==> config.mk <==
export PLATFORM = sky130hd
export DESIGN_NAME = adder_multicycle
export DESIGN_NICKNAME = d
export VERILOG_FILES = /design/src/rtl/adder_pkg.sv /design/src/rtl/adder_n.sv /design/src/rtl/adder_multicycle.sv
export SDC_FILE = /design/constraint.sdc
export NUM_CORES = 1
export LEC_CHECK = 0
export ABC_AREA = 1
export BUFFER_PORTS_ARGS = -buffer_cell sky130_fd_sc_hd__buf_2
export CORE_MARGIN = 2
export CORE_UTILIZATION = 40
export CTS_CLUSTER_DIAMETER = 120
export CTS_CLUSTER_SIZE = 20
export DETAILED_ROUTE_END_ITERATION = 7
export GPL_TIMING_DRIVEN = 0
export PLACE_DENSITY = 0.7
export SYNTH_ARGS = -nofsm -noshare
export SYNTH_HDL_FRONTEND = slang
export SYNTH_SLANG_ARGS = --single-unit
==> constraint.sdc <==
create_clock -name clk -period 21.4 [get_ports clk]
set_input_delay 4.28 -clock clk [delete_from_list [all_inputs] [get_ports clk]]
set_output_delay 4.28 -clock clk [all_outputs]
set_load 0.02 [all_outputs]
==> src/rtl/adder_pkg.sv <==
// Shared types and helpers for the multi-cycle chunked adder.
// Holds the controller state encoding and the chunk-count helper used at elaboration.
package adder_pkg;

    typedef enum logic [1:0] {
        S_IDLE,
        S_RUN,
        S_DONE
    } adder_mc_state_t;

    function automatic int chunks(input int width, input int chunk);
        return width / chunk;
    endfunction

endpackage

==> src/rtl/adder_n.sv <==
// Plain N-bit ripple-carry adder, the single arithmetic resource of the multi-cycle adder.
// Purely combinational: sum = a + b + c_in, with c_out the carry out of bit N-1.
module adder_n #(
    parameter int N = 32
) (
    input  logic [N-1:0] a,
    input  logic [N-1:0] b,
    input  logic         c_in,
    output logic [N-1:0] sum,
    output logic         c_out
);

    logic [N:0] carry;

    assign carry[0] = c_in;

    for (genvar gi = 0; gi < N; gi++) begin : g_bit
        assign sum[gi]       = a[gi] ^ b[gi] ^ carry[gi];
        assign carry[gi + 1] = (a[gi] & b[gi]) | (carry[gi] & (a[gi] ^ b[gi]));
    end

    assign c_out = carry[N];

endmodule

==> src/rtl/adder_multicycle.sv <==
// WIDTH-bit adder built from one CHUNK-bit ripple adder, one chunk per cycle, LSB chunk first.
// Valid/ready on both sides; result is held in S_DONE until the consumer takes it.
module adder_multicycle
    import adder_pkg::*;
#(
    parameter int WIDTH = 128,
    parameter int CHUNK = 32
) (
    input  logic             clk,
    input  logic             rst_n,
    input  logic             in_valid,
    output logic             in_ready,
    input  logic [WIDTH-1:0] a,
    input  logic [WIDTH-1:0] b,
    input  logic             c_in,
    output logic             out_valid,
    input  logic             out_ready,
    output logic [WIDTH-1:0] sum,
    output logic             c_out,
    output logic             overflow,
    output logic             busy
);

    localparam int K     = chunks(WIDTH, CHUNK);
    localparam int IDX_W = (K > 1) ? $clog2(K) : 1;
    localparam logic [IDX_W-1:0] LAST_IDX = IDX_W'(K - 1);

    if (CHUNK < 1 || (WIDTH % CHUNK) != 0 || K < 1) begin : g_bad_cfg
        $error("adder_multicycle: WIDTH must be a positive multiple of CHUNK");
    end

    adder_mc_state_t  state_q, state_d;
    logic [IDX_W-1:0] idx_q, idx_d;
    logic             carry_q, carry_d;
    logic [WIDTH-1:0] a_q, a_d;
    logic [WIDTH-1:0] b_q, b_d;
    logic [WIDTH-1:0] sum_q, sum_d;
    logic             c_out_q, c_out_d;
    logic             ovf_q, ovf_d;

    logic [CHUNK-1:0] a_chunk;
    logic [CHUNK-1:0] b_chunk;
    logic [CHUNK-1:0] add_sum;
    logic             add_cout;

    // Chunk select by explicit compare so no index can ever fall outside 0..K-1.
    always_comb begin
        a_chunk = '0;
        b_chunk = '0;
        for (int i = 0; i < K; i++) begin
            if (idx_q == IDX_W'(i)) begin
                a_chunk = a_q[i*CHUNK +: CHUNK];
                b_chunk = b_q[i*CHUNK +: CHUNK];
            end
        end
    end

    adder_n #(
        .N(CHUNK)
    ) u_adder (
        .a    (a_chunk),
        .b    (b_chunk),
        .c_in (carry_q),
        .sum  (add_sum),
        .c_out(add_cout)
    );

    always_comb begin
        in_ready = 1'b0;
        case (state_q)
            S_IDLE:  in_ready = rst_n;
            S_DONE:  in_ready = out_ready;
            default: in_ready = 1'b0;
        endcase
    end

    always_comb begin
        state_d = state_q;
        idx_d   = idx_q;
        carry_d = carry_q;
        a_d     = a_q;
        b_d     = b_q;
        sum_d   = sum_q;
        c_out_d = c_out_q;
        ovf_d   = ovf_q;

        case (state_q)
            S_IDLE: begin
                if (in_valid) begin
                    a_d     = a;
                    b_d     = b;
                    carry_d = c_in;
                    idx_d   = '0;
                    state_d = S_RUN;
                end
            end

            S_RUN: begin
                for (int i = 0; i < K; i++) begin
                    if (idx_q == IDX_W'(i)) begin
                        sum_d[i*CHUNK +: CHUNK] = add_sum;
                    end
                end
                carry_d = add_cout;
                if (idx_q == LAST_IDX) begin
                    // Top chunk is being written now, so its MSB is the final sign bit.
                    c_out_d = add_cout;
                    ovf_d   = (a_q[WIDTH-1] == b_q[WIDTH-1]) &&
                              (add_sum[CHUNK-1] != a_q[WIDTH-1]);
                    idx_d   = '0;
                    state_d = S_DONE;
                end else begin
                    idx_d = idx_q + 1'b1;
                end
            end

            S_DONE: begin
                if (out_ready) begin
                    if (in_valid) begin
                        a_d     = a;
                        b_d     = b;
                        carry_d = c_in;
                        idx_d   = '0;
                        state_d = S_RUN;
                    end else begin
                        state_d = S_IDLE;
                    end
                end
            end

            default: state_d = S_IDLE;
        endcase
    end

    always_ff @(posedge clk or negedge rst_n) begin
        if (!rst_n) begin
            state_q <= S_IDLE;
            idx_q   <= '0;
            carry_q <= 1'b0;
            a_q     <= '0;
            b_q     <= '0;
            sum_q   <= '0;
            c_out_q <= 1'b0;
            ovf_q   <= 1'b0;
        end else begin
            state_q <= state_d;
            idx_q   <= idx_d;
            carry_q <= carry_d;
            a_q     <= a_d;
            b_q     <= b_d;
            sum_q   <= sum_d;
            c_out_q <= c_out_d;
            ovf_q   <= ovf_d;
        end
    end

    assign out_valid = (state_q == S_DONE);
    assign busy      = (state_q != S_IDLE);
    assign sum       = sum_q;
    assign c_out     = c_out_q;
    assign overflow  = ovf_q;

endmodule

==> out/metrics.sh, run 1 <==
DETAILEDROUTE.FIRSTPASSITERATIONCOUNT=5
CTS-HTREE-LEVELS=1
TIMING_WORST_SLEW_PIN_VALUE_NS=0.818
NUM-NETS-FINAL=2900
SLEW_VIOL_FINAL=0
NETLIST_AREA_MM2=0.0182
HOLD_VIOL_FINAL=0
DIEAREA_MM2=0.0472
REGISTER_AREA_MM2=0.00978
DIE_W_UM=217
ANT_NETS=0
PEAKVDDDROP_V=0.0000827
DRC_ERRORS=0
DPL_HPWL_MM=52.9
GRT_FIRST_PASS_WIRELENGTH_MM=98.4
XOR_AND_XNOR_FRACTION_OF_THE_MAPPED_NETLIST_AREA_PCT=0
SLOWEST_STAGE='fa_1'
DETAIL_ROUTE.ITER0.VIOLATIONS=1777
SYNTHMUXAREASHARE_PCT=0
SYNTH_ADDER_AREA_SHARE_PCT=3.79
NUMBER_OF_PLACED_I_O_PINS=394
MET3_WIRELENGTH_MM=4.37
WORST_PATH_MOST_REPEATED_CELL='fa_1'
ROUTED_WIRELENGTH_MM=66.1
PIN_COUNT_OF_THE_BIGGEST_NET_ENTERING_GLOBAL_ROUTING=128
REPORT.POWER.TOTAL_W=0.00401
WORSTREGTOREGCELLS=49
FILLER_CELL_COUNT=4421
WORSTPATHARRIVAL_NS=18.01
FMAX_MHz=57.2
SETUP.WORST_PATH.END='overflow'
CLOCK_POWER_SHARE_PCT=11.1
DRV.MAX_CAP_VIOLATION_COUNT=0
CTSRESIZECOUNT=0
ROUTE.VIAS.TOTAL=16720
MAXSLEWHEADROOM_PCT=45.5
HIGHEST-SIGNAL-LAYER='met5'
DETAIL_ROUTE.WIRELENGTH.MET1_MM=27.8
GLOBALPLACE.CONGESTION=0.922
SYNTH-COMPOUND-AREA-SHARE_PCT=6.70
PLACEMENT_ROWS=78
GRT_UTIL_ALL_LAYERS_PCT=27.9
TRITONCTS_CLOCK_TREE='built'
PERIOD_MINUS_SLACK_NS=17.49
GRT_ANTENNA_BEFORE_REPAIR=4
POWER_SWITCHING_SHARE_PCT=49.9
POST_SYNTH_MAIN_AREA_CONTRIBUTORS='dfrtp_1 54%, nand2_1 18%, nand3_1 8.8%, fa_1 3.5%, o21ai_0 2.3%'
NETLIST_INSTANCES=2182
MOSTFREQUENTLAYOUTCELL='nand2_1'
DOMINANT_COMBINATIONAL_CELL_FAMILY_BY_AREA_AFTER_SYNTHESIS='simple AND/OR/NAND/NOR gates'
DETAIL_ROUTE.WL_PER_CELL_UM=20.6
SETUP.WORST_PATH.START='idx_q[0]'
CLOCK_TREE.BUFFER_DEPTH=3
CRITICAL_PATH.ENDPOINT_TYPE='register'
WORST_CLOCK_SKEW_NS=0.0203
DRIVE_GT1_SHARE_PCT=22.0
SYNTH_LARGEST_TYPE_AREA_FRACTION_PCT=53.8
CP_MAX_FO=10
POWER-PER-CELL-AREA_mW_PER_MM2=186
DPL.CELL_COUNT=3178
INITIAL_CORE_UTIL_PCT=40.3
SYNTH_AREA_LEADER_CELL='dfrtp_1'
SEQUENTIAL_GROUP_SHARE_OF_TOTAL_POWER_PCT=32.6
LAYOUT-AREA-OVERHEAD-VS-SYNTH_PCT=18.8
LAYOUTNONFILLERINSTCOUNT=3206
CTS_ROOT_BUF='clkbuf_16'
YOSYSSEQAREASHARE_PCT=53.8
LEAKAGEPOWER_nW=11.6
POST_CTS_BUFFERS=0
CTS_MADE_BUFFERS=23
FIN_SETUP_TNS_NS=0
LAUNCH_INSTANCE_OF_THE_WORST_REGISTER_TO_REGISTER_PATH='idx_q[0]'
NUMBER_OF_GLOBAL_ROUTE_VIAS_BEFORE_REPAIR=16353
MULTI_INPUT_COMB_AREA_MM2=0.00738
YS_SEQ_ELEMENTS=391
RUN_STATUS='completed'
BUFFER_PORTS.INSERTED=393
WORST_EP_REQUIRED_TIME_NS=21.91
SYN_AREA_PER_CELL_UM2=8.34
CTS_HOLD_BUF=0
POWER_REPORT.INTERNAL_TOTAL_W=0.00201
WL_MET2_MM=31.4
DETAIL_ROUTE.VIAS_PER_CELL=5.22
WORST_SETUP_PATH_START_KIND='register'
WORSTSKEWPAIRLATENCY_NS=0.57
FINAL_CELL_MIX='890 x nand2_1, 468 x buf_2, 391 x dfrtp_1, 321 x nand3_1, 83 x o21ai_0'
RSZ0062_AT_GRT='no'
CRIT_PATH_MAX_INCR_DELAY_NS=0.52
CRIT_TYPE='reg2reg'
HOLD_PATH.CLASS='reg2reg'
PLACEABLECOREAREA_MM2=0.0452
GRT.OVERFLOW.TOTAL=0
TCRIT_TCLK_FINAL_PCT=81.8
PWR-SHARE-COMB_PCT=56.3
SWITCHING_POWER_W=0.00201
WARNING_COUNT_FROM_THE_YOSYS_RUN=0
FINALSETUPVIOLATIONS=0
R2R_END='overflow'
POST_SYNTH_NUM_CELL_TYPES=24
CTS.SINKS=391
SYNTH-SIMPLE-AREA-SHARE_PCT=30.1
SYN_NETS=2479
RRSETUPSLACK_NS=3.91
CTS.REPORTEDPATHS.CLKPINSLEW_NS=0.10
DIE_SPAN_Y_UM=217
synthesized netlist by cell type:
cell type / number
a21boi_0: 30
a21oi_1: 66
buf_1: 15
buf_2: 76
buf_4: 19
buf_6: 12
clkbuf_1: 34
dfrtp_1: 391
fa_1: 32
ha_1: 4
inv_1: 45
inv_2: 6
nand2_1: 890
nand2_2: 1
nand2_4: 3
nand3_1: 321
nand3_2: 1
nor2_1: 71
nor2_2: 2
nor2_4: 1
o21ai_0: 83
o21ai_1: 48
o21bai_1: 1
or2_2: 30
worst max-delay path: cells and delay by family, from the launching register on:
family | cells | cell delay, ns
fa+ha+maj | 33 | 14.79
buf+inv | 7 | 1.41
flops | 1 | 0.43
simple gates | 9 | 0.80
registers in the layout, indices dropped and copies added, names as in the netlist:
signal / cells
overflow: 1
idx_q: 2
carry_q: 1
b_q: 128
state_q: 2
sum: 128
c_out: 1
a_q: 128
final cells by class:
class	count	share of cell area (%)
Antenna cell	3	0.0347
Buffer	156	3.90
Clock buffer	23	2.66
Clock inverter	2	0.0926
Inverter	51	0.886
Multi-Input combinational cell	1584	34.2
Sequential cell	391	45.3
Tap cell	600	3.47
Timing Repair Buffer	396	9.53
how the worst min path moves through the flow:
stage          startpoint       end  slack (ns)  cells past startpoint
6_report         b_q[111]  b_q[111]        0.47                      2
5_1_grt           b_q[95]   b_q[95]        0.49                      2
4_1_cts          b_q[110]  b_q[110]        0.47                      2
3_5_place_dp     b_q[110]  b_q[110]        0.45                      2
3_3_place_gp     b_q[108]  b_q[108]        0.45                      2
2_1_floorplan    b_q[100]  b_q[100]        0.43                      2
per-stage QoR:
step	instance area (um^2)	utilization, %	hold WS (ns)	setup slack, ns
after global routing	21600	47.8	0.492	3.25
after global placement	20900	46.3	0.447	4.07
after floorplan	18200	-	0.434	5.36
final	21600	47.8	0.471	3.91
after detailed placement	21000	46.5	0.453	3.95
after CTS	21600	47.8	0.474	3.91
cell families (layout without fill, tap and decap cells):
| kind of cell | count (synthesis) | in the layout |
|---|---|---|
| AOI/OAI and AO/OA | 228 | 228 |
| adders and majority gates | 36 | 36 |
| buffers and inverters | 207 | 628 |
| DFF | 391 | 391 |
| other | 0 | 3 |
| and+or+nand+nor | 1320 | 1320 |
power groups by stage:
stage                     clock network, W  logic (W)  registers [W]
final                             0.000444    0.00226        0.00131
after floorplan                          0    0.00122        0.00139
after CTS                         0.000448    0.00226        0.00130
after global routing              0.000478    0.00250        0.00134
after global placement                   0    0.00221        0.00131
after detailed placement                 0    0.00226        0.00132
per-layer routing:
metal,vias up,global-route usage (%)
met2,709,47.1
li1,7806,-
met5,-,0
met3,113,3.77
met4,4,9.47
met1,8088,37.1
(Power assumes the default switching activity.)
==> inputs of run 2 (changes only) <==
- ABC_AREA: 1 -> 0
- clock period: 21.4 -> 17.75 ns (I/O delays scaled with it)
==> run 2 against run 1 <==
First-iteration DRC count decreased by 51%; largest cell class unchanged; synthesized cell count down 34%; critical path type unchanged; register-to-register slack got worse by 3.3 ns; via count decreased by 23%; critical path depth is 5 lower; sequential power grew 22%.
==> out/metrics.sh, run 2 <==
NUM-NETS-FINAL=2158
PEAKVDDDROP_V=0.000106
SLEW_VIOL_FINAL=0
YOSYSSEQAREASHARE_PCT=55.1
CRIT_PATH_MAX_INCR_DELAY_NS=0.51
NUMBER_OF_GLOBAL_ROUTE_VIAS_BEFORE_REPAIR=13496
CTS_MADE_BUFFERS=23
DIE_W_UM=215
REPORT.POWER.TOTAL_W=0.00507
CRITICAL_PATH.ENDPOINT_TYPE='register'
CTS-HTREE-LEVELS=1
DRIVE_GT1_SHARE_PCT=34.4
MOSTFREQUENTLAYOUTCELL='buf_2'
HOLD_PATH.CLASS='reg2reg'
DRV.MAX_CAP_VIOLATION_COUNT=0
DETAILEDROUTE.FIRSTPASSITERATIONCOUNT=6
SYN_AREA_PER_CELL_UM2=12.3
NETLIST_AREA_MM2=0.0177
CP_MAX_FO=10
NETLIST_INSTANCES=1445
ANT_NETS=0
DPL.CELL_COUNT=2433
CLOCK_TREE.BUFFER_DEPTH=3
RUN_STATUS='completed'
SYN_NETS=1742
DETAIL_ROUTE.WL_PER_CELL_UM=23.2
DETAIL_ROUTE.ITER0.VIOLATIONS=865
WORSTPATHARRIVAL_NS=17.54
FIN_SETUP_TNS_NS=0
GRT.OVERFLOW.TOTAL=0
YS_SEQ_ELEMENTS=391
INITIAL_CORE_UTIL_PCT=40.3
CTS.SINKS=391
SYNTH_ENABLE_FLOP_CELLS=0
GLOBALPLACE.CONGESTION=0.884
YS_TOP_CELLS_BY_COUNT='391 x dfrtp_1, 185 x nand2_1, 170 x o21ai_0'
SYNTH_AREA_LEADER_CELL='dfrtp_1'
POST_SYNTH_NUM_CELL_TYPES=35
SLOWEST_STAGE='fa_1'
FILLER_CELL_COUNT=4061
FINAL_CELL_MIX='397 x buf_2, 391 x dfrtp_1, 185 x nand2_1, 170 x o21ai_0, 120 x a21oi_1'
ROUTE.VIAS.TOTAL=12904
RSZ0062_AT_GRT='no'
PIN_COUNT_OF_THE_BIGGEST_NET_ENTERING_GLOBAL_ROUTING=121
GRT_FIRST_PASS_WIRELENGTH_MM=84.5
PERIOD_MINUS_SLACK_NS=17.11
DIE_SPAN_Y_UM=215
GRT_UTIL_ALL_LAYERS_PCT=24.7
POST_SYNTH_MAIN_AREA_CONTRIBUTORS='dfrtp_1 55%, mux2_4 8.5%, mux2_1 6.1%, o21ai_0 4.8%, mux2_2 4.4%'
FINALSETUPVIOLATIONS=0
PLACEMENT_ROWS=77
DETAIL_ROUTE.VIAS_PER_CELL=5.22
YOSYSMOSTFREQUENTCELL='dfrtp_1'
TCRIT_TCLK_FINAL_PCT=96.4
TIMING_WORST_SLEW_PIN_VALUE_NS=0.710
WARNING_COUNT_FROM_THE_YOSYS_RUN=0
WORST_EP_REQUIRED_TIME_NS=18.18
WORSTREGTOREGCELLS=44
WORST_CLOCK_SKEW_NS=0.0238
CTS.REPORTEDPATHS.CLKPINSLEW_NS=0.10
TRITONCTS_CLOCK_TREE='built'
SYNTH_LARGEST_TYPE_AREA_FRACTION_PCT=55.1
ASYNC_RESET_FF_SHARE_PCT=100
HOLD_VIOL_FINAL=0
CRIT_TYPE='reg2reg'
LEAKAGEPOWER_nW=10.0
WORST_PATH_MOST_REPEATED_CELL='fa_1'
DPL_HPWL_MM=44.1
PLACEABLECOREAREA_MM2=0.0440
DIEAREA_MM2=0.0461
LAYOUTNONFILLERINSTCOUNT=2472
TOP_FLIP_FLOP_CELL_BY_INSTANCE_COUNT_AFTER_SYNTHESIS='dfrtp_1'
WORSTSKEWPAIRLATENCY_NS=0.57
GRT_ANTENNA_BEFORE_REPAIR=27
ROUTED_WIRELENGTH_MM=57.3
LAYOUT-AREA-OVERHEAD-VS-SYNTH_PCT=19.6
HOLD_DEPTH=2
WORST_SETUP_PATH_START_KIND='register'
BUFFER_PORTS.INSERTED=393
NUMBER_OF_PLACED_I_O_PINS=394
FMAX_MHz=58.4
CTS_ROOT_BUF='clkbuf_16'
POWER-PER-CELL-AREA_mW_PER_MM2=239
DRC_ERRORS=0
MAXSLEWHEADROOM_PCT=52.7
run 2: cell count changes after synthesis, moves of 27 or more:
cell / change
or2_2: -29
nor2_1: -68
o21ai_0: +87
buf_2: -71
clkbuf_1: +27
a22oi_1: +60
mux2_1: +96
mux2_2: +69
nand3_1: -321
a21boi_0: -30
nand2_1: -705
o21ai_1: -39
a21oi_1: +55
mux2_4: +100
run 2: logic make-up (layout without fill, tap and decap cells):
family	after synthesis	in the layout	synth area share [%]
buffers and inverters	174	589	5.64
flip-flops	391	391	55.1
AO/OA/AOI/OAI	374	374	11.7
AND/OR/NAND/NOR	204	204	4.69
multiplexers	266	266	19.0
adder cells (fa/ha/maj)	36	36	3.89
other	0	20	0
run 2: power by group:
part           switching, W  internal [W]  leakage, nW
Combinational       0.00180       0.00114         5.02
Clock              0.000299      0.000233        0.290
Sequential         0.000258       0.00135         4.69
Total               0.00235       0.00272         10.0
run 2: per-layer routing:
metal / track usage [%] / vias up / routed length (um)
li1: - / 5826 / -
met2: 40.3 / 457 / 26900
met4: 8.96 / 18 / 1900
met1: 33.1 / 6500 / 25200
met3: 4.35 / 103 / 3250
met5: 0 / - / 102
run 2: worst max-delay path: cells and delay by family, from the launching register on:
family	cells	cell delay, ns
AO/OA/AOI/OAI	5	0.80
adder cells (fa/ha/maj)	33	14.92
buffers and inverters	6	0.77
flip-flops	1	0.46
run 2: worst paths after layout:
path                            startpoint  endpoint  slack, ns
worst max-delay path              idx_q[0]  overflow       0.64
worst min-delay path               sum[45]   sum[45]       0.48
worst max register to register    idx_q[0]  overflow       0.64
worst min register to register     sum[45]   sum[45]       0.48
max in group asynchronous            rst_n  a_q[102]      13.12
min in group asynchronous            rst_n  sum[118]       2.94
run 2: timing repair:
action / 4_1_cts / 5_1_grt
setup endpoints to repair: 7 / 5
hold buffers: 0 / 0
pin swaps: 0 / 1
setup buffers: 0 / 1
resized for setup: 7 / 23
run 2: stage by stage:
stage | hold slack (ns) | cell area, um^2 | util, % | setup WS [ns]
finish | 0.480 | 21200 | 48.2 | 0.636
CTS | 0.484 | 21100 | 48.0 | 0.0140
global route | 0.504 | 21200 | 48.2 | 0.107
global placement | 0.455 | 20500 | 46.5 | -0.724
floorplan | 0.458 | 17700 | - | 1.45
detailed placement | 0.465 | 20500 | 46.7 | -0.769
run 2: layout make-up:
cell class / instances / area, um^2 / share of cell area [%]
Tap cell: 592 / 741 / 3.49
Inverter: 69 / 259 / 1.22
Multi-Input combinational cell: 880 / 7000 / 33.0
Clock buffer: 23 / 576 / 2.71
Clock inverter: 1 / 11.3 / 0.0530
Buffer: 99 / 744 / 3.51
Sequential cell: 391 / 9780 / 46.1
Timing Repair Buffer: 397 / 2070 / 9.74
Antenna cell: 20 / 50.0 / 0.236
==> inputs of run 3 (changes only) <==
- CORE_UTILIZATION: 40 -> 55
- PLACE_DENSITY: 0.7 -> 0.89
==> run 3 against run 2 <==
Via count increased by 5.8%; critical path depth unchanged; highest routed layer unchanged; clock-buffer cell count unchanged; sequential share of layout area increased by 0.53 points; largest power group unchanged; die area decreased by 27%; clock power decreased by 2%; global-route usage increased by 8.1 points; total power increased by 0.15%; design area decreased by 1.1%.
==> out/metrics.sh, run 3 (same netlist as run 2, synthesis figures left out) <==
RUN_STATUS='completed'
PIN_COUNT_OF_THE_BIGGEST_NET_ENTERING_GLOBAL_ROUTING=130
DRV.MAX_CAP_VIOLATION_COUNT=0
NUMBER_OF_GLOBAL_ROUTE_VIAS_BEFORE_REPAIR=13841
DIE_SPAN_Y_UM=184
CRIT_TYPE='reg2reg'
WORSTREGTOREGCELLS=44
ROUTE.VIAS.TOTAL=13648
HOLD_DEPTH=2
DETAIL_ROUTE.ITER0.VIOLATIONS=1208
CTS_MADE_BUFFERS=23
HOLD_VIOL_FINAL=0
SLEW_VIOL_FINAL=0
INITIAL_CORE_UTIL_PCT=56.1
TIMING_WORST_SLEW_PIN_VALUE_NS=0.743
FINALSETUPVIOLATIONS=0
GRT_FIRST_PASS_WIRELENGTH_MM=82.3
WORSTPATHARRIVAL_NS=17.46
WORST_SETUP_PATH_START_KIND='register'
DETAIL_ROUTE.WL_PER_CELL_UM=24.4
CP_MAX_FO=10
WORSTSKEWPAIRLATENCY_NS=0.54
WORST_PATH_MOST_REPEATED_CELL='fa_1'
CTS-HTREE-LEVELS=1
POWER_SWITCHING_SHARE_PCT=46.4
BUFFER_PORTS.INSERTED=393
ROUTED_WIRELENGTH_MM=55.6
HOLD_PATH.CLASS='reg2reg'
DETAIL_ROUTE.VIAS_PER_CELL=5.99
PLACEABLECOREAREA_MM2=0.0316
MAXSLEWHEADROOM_PCT=50.4
GRT.OVERFLOW.TOTAL=0
GRT_ANTENNA_BEFORE_REPAIR=25
POWER-PER-CELL-AREA_mW_PER_MM2=242
CLOCK_TREE.BUFFER_DEPTH=3
CRITICAL_PATH.ENDPOINT_TYPE='register'
CTS_ROOT_BUF='clkbuf_16'
TRITONCTS_CLOCK_TREE='built'
RSZ0062_AT_GRT='no'
REPORT.POWER.TOTAL_W=0.00508
PEAKVDDDROP_V=0.000117
FILLER_CELL_COUNT=2284
NUM-NETS-FINAL=2158
FIN_SETUP_TNS_NS=0
FINAL_UTIL_PCT=66.4
PWR-SHARE-COMB_PCT=57.7
CTS_HOLD_BUF=0
DETAILEDROUTE.FIRSTPASSITERATIONCOUNT=7
LAYOUT-AREA-OVERHEAD-VS-SYNTH_PCT=18.3
CTS.SINKS=391
CLOCK_POWER_SHARE_PCT=10.3
TCRIT_TCLK_FINAL_PCT=96.0
FMAX_MHz=58.7
DIE_W_UM=184
NUMBER_OF_PLACED_I_O_PINS=394
DRIVE_GT1_SHARE_PCT=34.5
LEAKAGEPOWER_nW=10.0
GLOBALPLACE.CONGESTION=0.903
DRC_ERRORS=0
PLACEMENT_ROWS=65
MOSTFREQUENTLAYOUTCELL='buf_2'
DIEAREA_MM2=0.0337
CRIT_PATH_MAX_INCR_DELAY_NS=0.50
FINAL_CELL_MIX='397 x buf_2, 390 x dfrtp_1, 185 x nand2_1, 169 x o21ai_0, 120 x a21oi_1'
SLOWEST_STAGE='fa_1'
SWITCHING_POWER_W=0.00236
WORST_EP_REQUIRED_TIME_NS=18.17
DPL_HPWL_MM=42.2
SEQUENTIAL_GROUP_SHARE_OF_TOTAL_POWER_PCT=31.9
PERIOD_MINUS_SLACK_NS=17.05
ANT_NETS=0
GRT_UTIL_ALL_LAYERS_PCT=32.8
WORST_CLOCK_SKEW_NS=0.0197
POWER_REPORT.INTERNAL_TOTAL_W=0.00273
CTS.REPORTEDPATHS.CLKPINSLEW_NS=0.09
==> run 3: cell count changes in the layout (fill, tap and decap cells not counted), sizes merged <==
cell and change:
diode -3
==> run 3: timing repair <==
action / 4_1_cts / 5_1_grt
setup endpoints to repair: 5 / 6
setup buffers: 0 / 1
pin swaps: 0 / 1
gates resized for setup: 4 / 32
==> run 3: area by class of cell <==
cell class	instances	area [um^2]	area share [%]
clock inverter	1	11.3	0.0536
antenna	17	42.5	0.203
buffer	99	748	3.56
tap	402	503	2.40
timing repair buffer	397	2070	9.85
multi-input combinational	880	7000	33.3
inverter	69	259	1.23
sequential	391	9790	46.6
clock buffer	23	576	2.74
==> run 3: power groups by stage <==
stage / registers [W] / logic, W / clock network [W]
floorplan: 0.00170 / 0.00159 / 0
global placement: 0.00159 / 0.00277 / 0
detailed placement: 0.00162 / 0.00286 / 0
CTS: 0.00161 / 0.00288 / 0.000528
global route: 0.00166 / 0.00315 / 0.000555
finish: 0.00162 / 0.00293 / 0.000524
==> run 3: final timing paths <==
path | startpoint | end | slack, ns
min in group asynchronous | rst_n | sum[114] | 2.96
max in group asynchronous | rst_n | b_q[2] | 13.31
setup reg to reg | idx_q[0] | sum[127] | 0.70
setup / recovery | idx_q[0] | sum[127] | 0.70
hold / removal | sum[50] | sum[50] | 0.48
hold reg to reg | sum[50] | sum[50] | 0.48
==> run 3: through the flow <==
step                hold WS (ns)  instance area (um^2)  instances  setup WS (ns)
floorplan                  0.458                 17700       1445           1.45
global placement           0.455                 20200       2240         -0.452
detailed placement         0.466                 20300       2243         -0.507
CTS                        0.484                 20900       2264         0.0733
global route               0.501                 21000       2275         0.0485
finish                     0.482                 21000       2279          0.704
==> run 3: worst max-delay path: cells and delay by family (launching register included) <==
family	cells	cell delay, ns
AO/OA/AOI/OAI	3	0.29
adder cells (fa/ha/maj)	33	14.91
buffers and inverters	7	1.02
flip-flops	1	0.46
multiplexers	1	0.26
==> run 3: routing by layer <==
layer | global-route usage, % | wire length, um
met4 | 15.1 | 2960
met3 | 6.77 | 4630
met2 | 53.4 | 26200
met1 | 42.6 | 21600
met5 | 0 | 113
